$ cat config.mk
export PLATFORM = sky130hd
export DESIGN_NAME = uart_transmitter
export DESIGN_NICKNAME = d
export VERILOG_FILES = /design/src/rtl/uart_transmitter.sv
export SDC_FILE = /design/constraint.sdc
export NUM_CORES = 1
export LEC_CHECK = 0
export ABC_AREA = 1
export ABC_CLOCK_PERIOD_IN_PS = 1980
export BUFFER_PORTS_ARGS = -buffer_cell sky130_fd_sc_hd__buf_2
export CAP_MARGIN = 40
export CORE_MARGIN = 5
export CORE_UTILIZATION = 59
export DETAILED_ROUTE_END_ITERATION = 10
export MAX_ROUTING_LAYER = met4
export PLACE_DENSITY = 0.84
export SLEW_MARGIN = 20
export SYNTH_ARGS = -nofsm -noshare
export SYNTH_HDL_FRONTEND = slang
export SYNTH_SLANG_ARGS = --single-unit
$ cat constraint.sdc
create_clock -name clk -period 1.98 [get_ports clk]
set_clock_uncertainty 0.15 [all_clocks]
set_input_delay 0.099 -clock clk [delete_from_list [all_inputs] [get_ports clk]]
set_output_delay 0.099 -clock clk [all_outputs]
set_load 0.02 [all_outputs]
$ cat src/rtl/uart_transmitter.sv
// uart_transmitter: 8-bit UART transmitter with a valid/ready byte interface.
//
// Frame: start bit (0), 8 data bits LSB first, optional parity bit, stop bit (1).
// Each bit is held for CLKS_PER_BIT clock cycles. A byte offered in the final
// stop-bit cycle is accepted there, so back-to-back frames have no idle gap.
//
// Build option: define UART_TX_PARITY_EN to insert a parity bit before the stop
// bit (even parity when PARITY_ODD = 0, odd when 1). Without the macro there is
// no parity state or logic and PARITY_ODD has no effect.
//
// Parameters:
//   CLKS_PER_BIT  clk cycles per bit period (1..65535)
//   PARITY_ODD    parity sense, 0 even / 1 odd (parity builds only)
// Ports:
//   clk         clock, all state changes on the rising edge
//   rst         asynchronous active-low reset
//   data_in     byte to send, latched when data_valid && ready at a rising edge
//   data_valid  producer offers data_in
//   ready       combinational; high in idle and in the last stop-bit cycle
//   tx          registered serial line, idles high
//   bsy         high while a frame is on the line
//   tx_done     one-cycle pulse in the cycle after each frame's last stop-bit cycle

module uart_transmitter #(
    parameter int unsigned CLKS_PER_BIT = 1,
    parameter int unsigned PARITY_ODD   = 0
) (
    input  logic       clk,
    input  logic       rst,
    input  logic [7:0] data_in,
    input  logic       data_valid,
    output logic       ready,
    output logic       tx,
    output logic       bsy,
    output logic       tx_done
);

    if (CLKS_PER_BIT == 0 || CLKS_PER_BIT > 65535 || PARITY_ODD > 1) begin : g_param_check
        $error("uart_transmitter: parameter out of range");
    end

    localparam logic [15:0] LastCnt = 16'(CLKS_PER_BIT - 1);

`ifdef UART_TX_PARITY_EN
    typedef enum logic [2:0] {StIdle, StStart, StData, StParity, StStop} state_e;
`else
    typedef enum logic [2:0] {StIdle, StStart, StData, StStop} state_e;
`endif

    state_e      state_q, state_d;
    logic [15:0] cnt_q, cnt_d;
    logic [2:0]  idx_q, idx_d;
    logic [7:0]  shift_q, shift_d;
    logic        tx_q, tx_d;
    logic        done_q, done_d;
    logic        bit_end;
    logic        accept;
`ifdef UART_TX_PARITY_EN
    logic        parity_q, parity_d;
`endif

    always_ff @(posedge clk or negedge rst) begin
        if (!rst) begin
            state_q  <= StIdle;
            cnt_q    <= 16'd0;
            idx_q    <= 3'd0;
            shift_q  <= 8'd0;
            tx_q     <= 1'b1;
            done_q   <= 1'b0;
`ifdef UART_TX_PARITY_EN
            parity_q <= 1'b0;
`endif
        end else begin
            state_q  <= state_d;
            cnt_q    <= cnt_d;
            idx_q    <= idx_d;
            shift_q  <= shift_d;
            tx_q     <= tx_d;
            done_q   <= done_d;
`ifdef UART_TX_PARITY_EN
            parity_q <= parity_d;
`endif
        end
    end

    always_comb begin
        state_d  = state_q;
        cnt_d    = cnt_q;
        idx_d    = idx_q;
        shift_d  = shift_q;
        tx_d     = tx_q;
        done_d   = 1'b0;
`ifdef UART_TX_PARITY_EN
        parity_d = parity_q;
`endif

        bit_end = (cnt_q == LastCnt);
        ready   = (state_q == StIdle) || ((state_q == StStop) && bit_end);
        accept  = data_valid && ready;

        // Baud counter runs only while a frame is on the line and wraps at each bit end.
        if (state_q != StIdle) begin
            cnt_d = bit_end ? 16'd0 : cnt_q + 16'd1;
        end

        // tx is registered, so the value for the next bit is loaded on the edge
        // that leaves the current bit.
        unique case (state_q)
            StIdle: begin
                tx_d = 1'b1;
            end
            StStart: begin
                if (bit_end) begin
                    state_d = StData;
                    tx_d    = shift_q[0];
                end
            end
            StData: begin
                if (bit_end) begin
                    if (idx_q == 3'd7) begin
                        idx_d = 3'd0;
`ifdef UART_TX_PARITY_EN
                        state_d = StParity;
                        tx_d    = parity_q;
`else
                        state_d = StStop;
                        tx_d    = 1'b1;
`endif
                    end else begin
                        idx_d   = idx_q + 3'd1;
                        shift_d = {1'b0, shift_q[7:1]};
                        tx_d    = shift_q[1];
                    end
                end
            end
`ifdef UART_TX_PARITY_EN
            StParity: begin
                if (bit_end) begin
                    state_d = StStop;
                    tx_d    = 1'b1;
                end
            end
`endif
            StStop: begin
                if (bit_end) begin
                    done_d  = 1'b1;
                    state_d = StIdle;
                    tx_d    = 1'b1;
                end
            end
            default: begin
                state_d = StIdle;
                tx_d    = 1'b1;
            end
        endcase

        // Acceptance overrides the idle/stop handling above and starts a new frame.
        if (accept) begin
            state_d  = StStart;
            shift_d  = data_in;
            tx_d     = 1'b0;
            cnt_d    = 16'd0;
            idx_d    = 3'd0;
`ifdef UART_TX_PARITY_EN
            parity_d = (^data_in) ^ (PARITY_ODD != 0);
`endif
        end
    end

    assign tx      = tx_q;
    assign tx_done = done_q;
    assign bsy     = (state_q != StIdle);

endmodule
==> run metrics <==
status=finished, violations left; failing checks=negative setup slack; synth warn=0; routing usage on met2=35.6%; # setup viols final=14; worst path required time=about 2100 ps; routability cong.=0.919; Yosys reg bits=31; total power=2630 uW; Comb pwr share=53.5%; Area growth, synth to finish=26.4%; max-slew violations=0; Die Y=between 60 and 70 um; HPWL after DPL=between 3 and 4 mm; Crit Path Max Fanout=6; met1 GRT Util=between 30% and 40%; clock share of power=between 10% and 20%; P_sw=1130 uW; clock slew at reported path FFs=100 ps; Final Util=between 70% and 80%; Final nets=roughly 330; Pre-antenna DRT Iters=7; met3 usage=around 6.6%; worst skew pair latency=roughly 340 ps; DIE AREA=4610 sq um; I/O Buffers=14; placed cell areas=roughly 2200 sq um; actual slew at the worst max-slew pin=just under 700 ps; sequential fraction of the synthesis area=39.3%; TritonCTS clock tree=yes; num rows=21; LEAKAGE=between 0.001 and 0.0015 uW; antenna violations before repair=0; Horiz. Die Dim=just under 70 um; busiest layer in global routing=met2; grt ovf=0; wire per inst=15.1 um; sequential cell fraction of total power=roughly 33%; total wire length=about 5.5 mm; Via density=a little under 6; pin count of the biggest net entering global routing=32; CTS root buf=clkbuf_4; Distinct cells, synth=31; final instance area=about 2500 sq um; Clock Path Buffers=2; Worst EP arrival=2180 ps; first-pass GRT wire length=slightly above 8 mm; Rel. slew slack=between 50% and 60%; DR vias=2085; switch share=between 40 and 50%; layout cells sized above 1=23.8%; Area contributors post-synth=dfrtp_1 38%, nand2_1 13%, nor2_1 8.0%; top cell type's share of synthesized area=~38%; Initial Util=about three fifths; number of routed nets with antenna violations=0; crit end category=flip-flop; Fin. Hold Viols=0; Tightest Hold Check Type=in2reg; Worst Slack Setup Final=-86.0 ps; drt drc=0; Crit Path Category=reg2reg; Power Dens Cells=around 1100 nW/um^2; Period Utilization, post-route=104%; core box area=roughly 3300 sq um; Mapped Cells=about 270; n_diodes=0; Boundary Pins=15; pre-CTS setup slack=around 25 ps; total track usage=24.2%; clock tree sinks=31; minimum clock period=between 2000 and 2500 ps; FMAX=484 MHz; CP startpoint kind=flip-flop; Syn Nets=about 280; peak supply drop=849 uV; RSZ-0062 raised after global routing=true; Max Cap Viol=0; syn_area_per_cell=~7.5 sq um; H-Tree Depth=2; vias in the first global route=around 1800; internal power=1500 uW; Post-Syn Area=1980 sq um; TritonCTS Buffers=5; Setup TNS Final=-429 ps; initial drt markers=roughly 260; cell taking the most area after synthesis=dfrtp_1
-- power groups by stage --
stage | Combinational, uW | Sequential, uW | Clock (uW)
3_5_place_dp | 991 | 858 | 0
2_1_floorplan | 698 | 863 | 0
5_1_grt | 1520 | 866 | 393
4_1_cts | 1120 | 846 | 361
3_3_place_gp | 967 | 854 | 0
6_report | 1410 | 853 | 368
-- worst max-delay path, cell delays in order, from the launching register on --
cell and delay, ps:
dfrtp_1 400, inv_2 90, ha_4 130, inv_2 30, nor2_1 120, nand2_1 80, nor2_2 150, nand2_1 110
nor2_4 210, inv_2 110, nand2_2 150, nor2_1 80, nor2_1 150
-- Yosys cell counts --
library cell,count
nand2_2,3
a21oi_4,1
nand3_2,1
nand3b_1,9
o211ai_1,3
nand3_1,22
nor3_1,4
or2_1,1
o22ai_1,1
clkbuf_1,1
dfrtp_1,30
o21ai_2,1
buf_2,3
o21bai_1,3
o31ai_1,1
nand2_4,1
nor2_1,42
nand4_1,12
nand2_8,1
nand2_1,66
xor2_1,4
dfstp_2,1
xnor2_1,1
o21ai_0,8
or2_2,1
ha_1,8
nor2_4,1
buf_6,1
inv_1,29
nor2_2,4
o221ai_1,1
-- placed cells by master (no fill, tap or decap), drive strengths merged --
| master | count |
|---|---|
| a21oi | 2 |
| buf | 36 |
| clkbuf | 7 |
| clkinv | 1 |
| dfrtp | 30 |
| dfstp | 1 |
| dlygate4sd3 | 9 |
| ha | 8 |
| inv | 29 |
| nand2 | 72 |
| nand3 | 23 |
| nand3b | 9 |
| nand4 | 12 |
| nor2 | 47 |
| nor3 | 4 |
| o211ai | 3 |
| o21ai | 9 |
| o21bai | 3 |
| o221ai | 1 |
| o22ai | 1 |
| o31ai | 1 |
| or2 | 2 |
| xnor2 | 1 |
| xor2 | 4 |
-- path summary, 6_finish.rpt --
| kind | from | slack [ps] | to | depth (start not counted) |
|---|---|---|---|---|
| setup / recovery | cnt_q[0] | -90 | shift_q[2] | 12 |
| hold / removal | data_valid | 60 | shift_q[7] | 3 |
| setup reg to reg | cnt_q[0] | -90 | shift_q[2] | 12 |
| hold reg to reg | tx | 350 | tx | 2 |
| max in group asynchronous | rst | 1060 | tx_done | 2 |
| min in group asynchronous | rst | 180 | cnt_q[2] | 2 |
-- metal layers --
layer  vias up  share of wire [%]
met4         0                2.6
li1        962                  -
met3        19                7.7
met2       115                 48
met1       989                 42
met5         -                  0
-- area by class of cell --
cell class	instances	area, sq um
multi-input combinational	202	1150
fill	225	782
sequential	31	777
timing repair buffer	45	363
inverter	29	109
tap	46	57.6
clock buffer	7	45.0
clock inverter	1	5.00
-- stage by stage --
step	std cells	hold slack, ps
3_5_place_dp	330	24.8
4_1_cts	351	24.7
3_3_place_gp	330	24.7
2_1_floorplan	265	-347
5_1_grt	361	74.6
6_report	361	60.3
-- flip-flops by register name (all words and copies together), names as in the netlist --
register and cells:
cnt_q 16, shift_q 8, idx_q 3, state_q 2
tx 1, tx_done 1
-- cell families after synthesis --
group	Yosys count	share of synthesized area, %
AO/OA/AOI/OAI	19	6.70
XOR/XNOR	5	2.21
buffers and inverters	34	7.02
flip-flops	31	39.3
adder cells (fa/ha/maj)	8	5.06
AND/OR/NAND/NOR	168	39.8
-- what timing repair did --
item	CTS	global route
buffers inserted	4	8
gates cloned	0	2
endpoints found under the hold margin	38	0
pin swaps	1	10
gates resized for setup	5	21
endpoints found under the setup margin	3	29
hold buffers	9	0
Power figures use the tool's default switching activity.
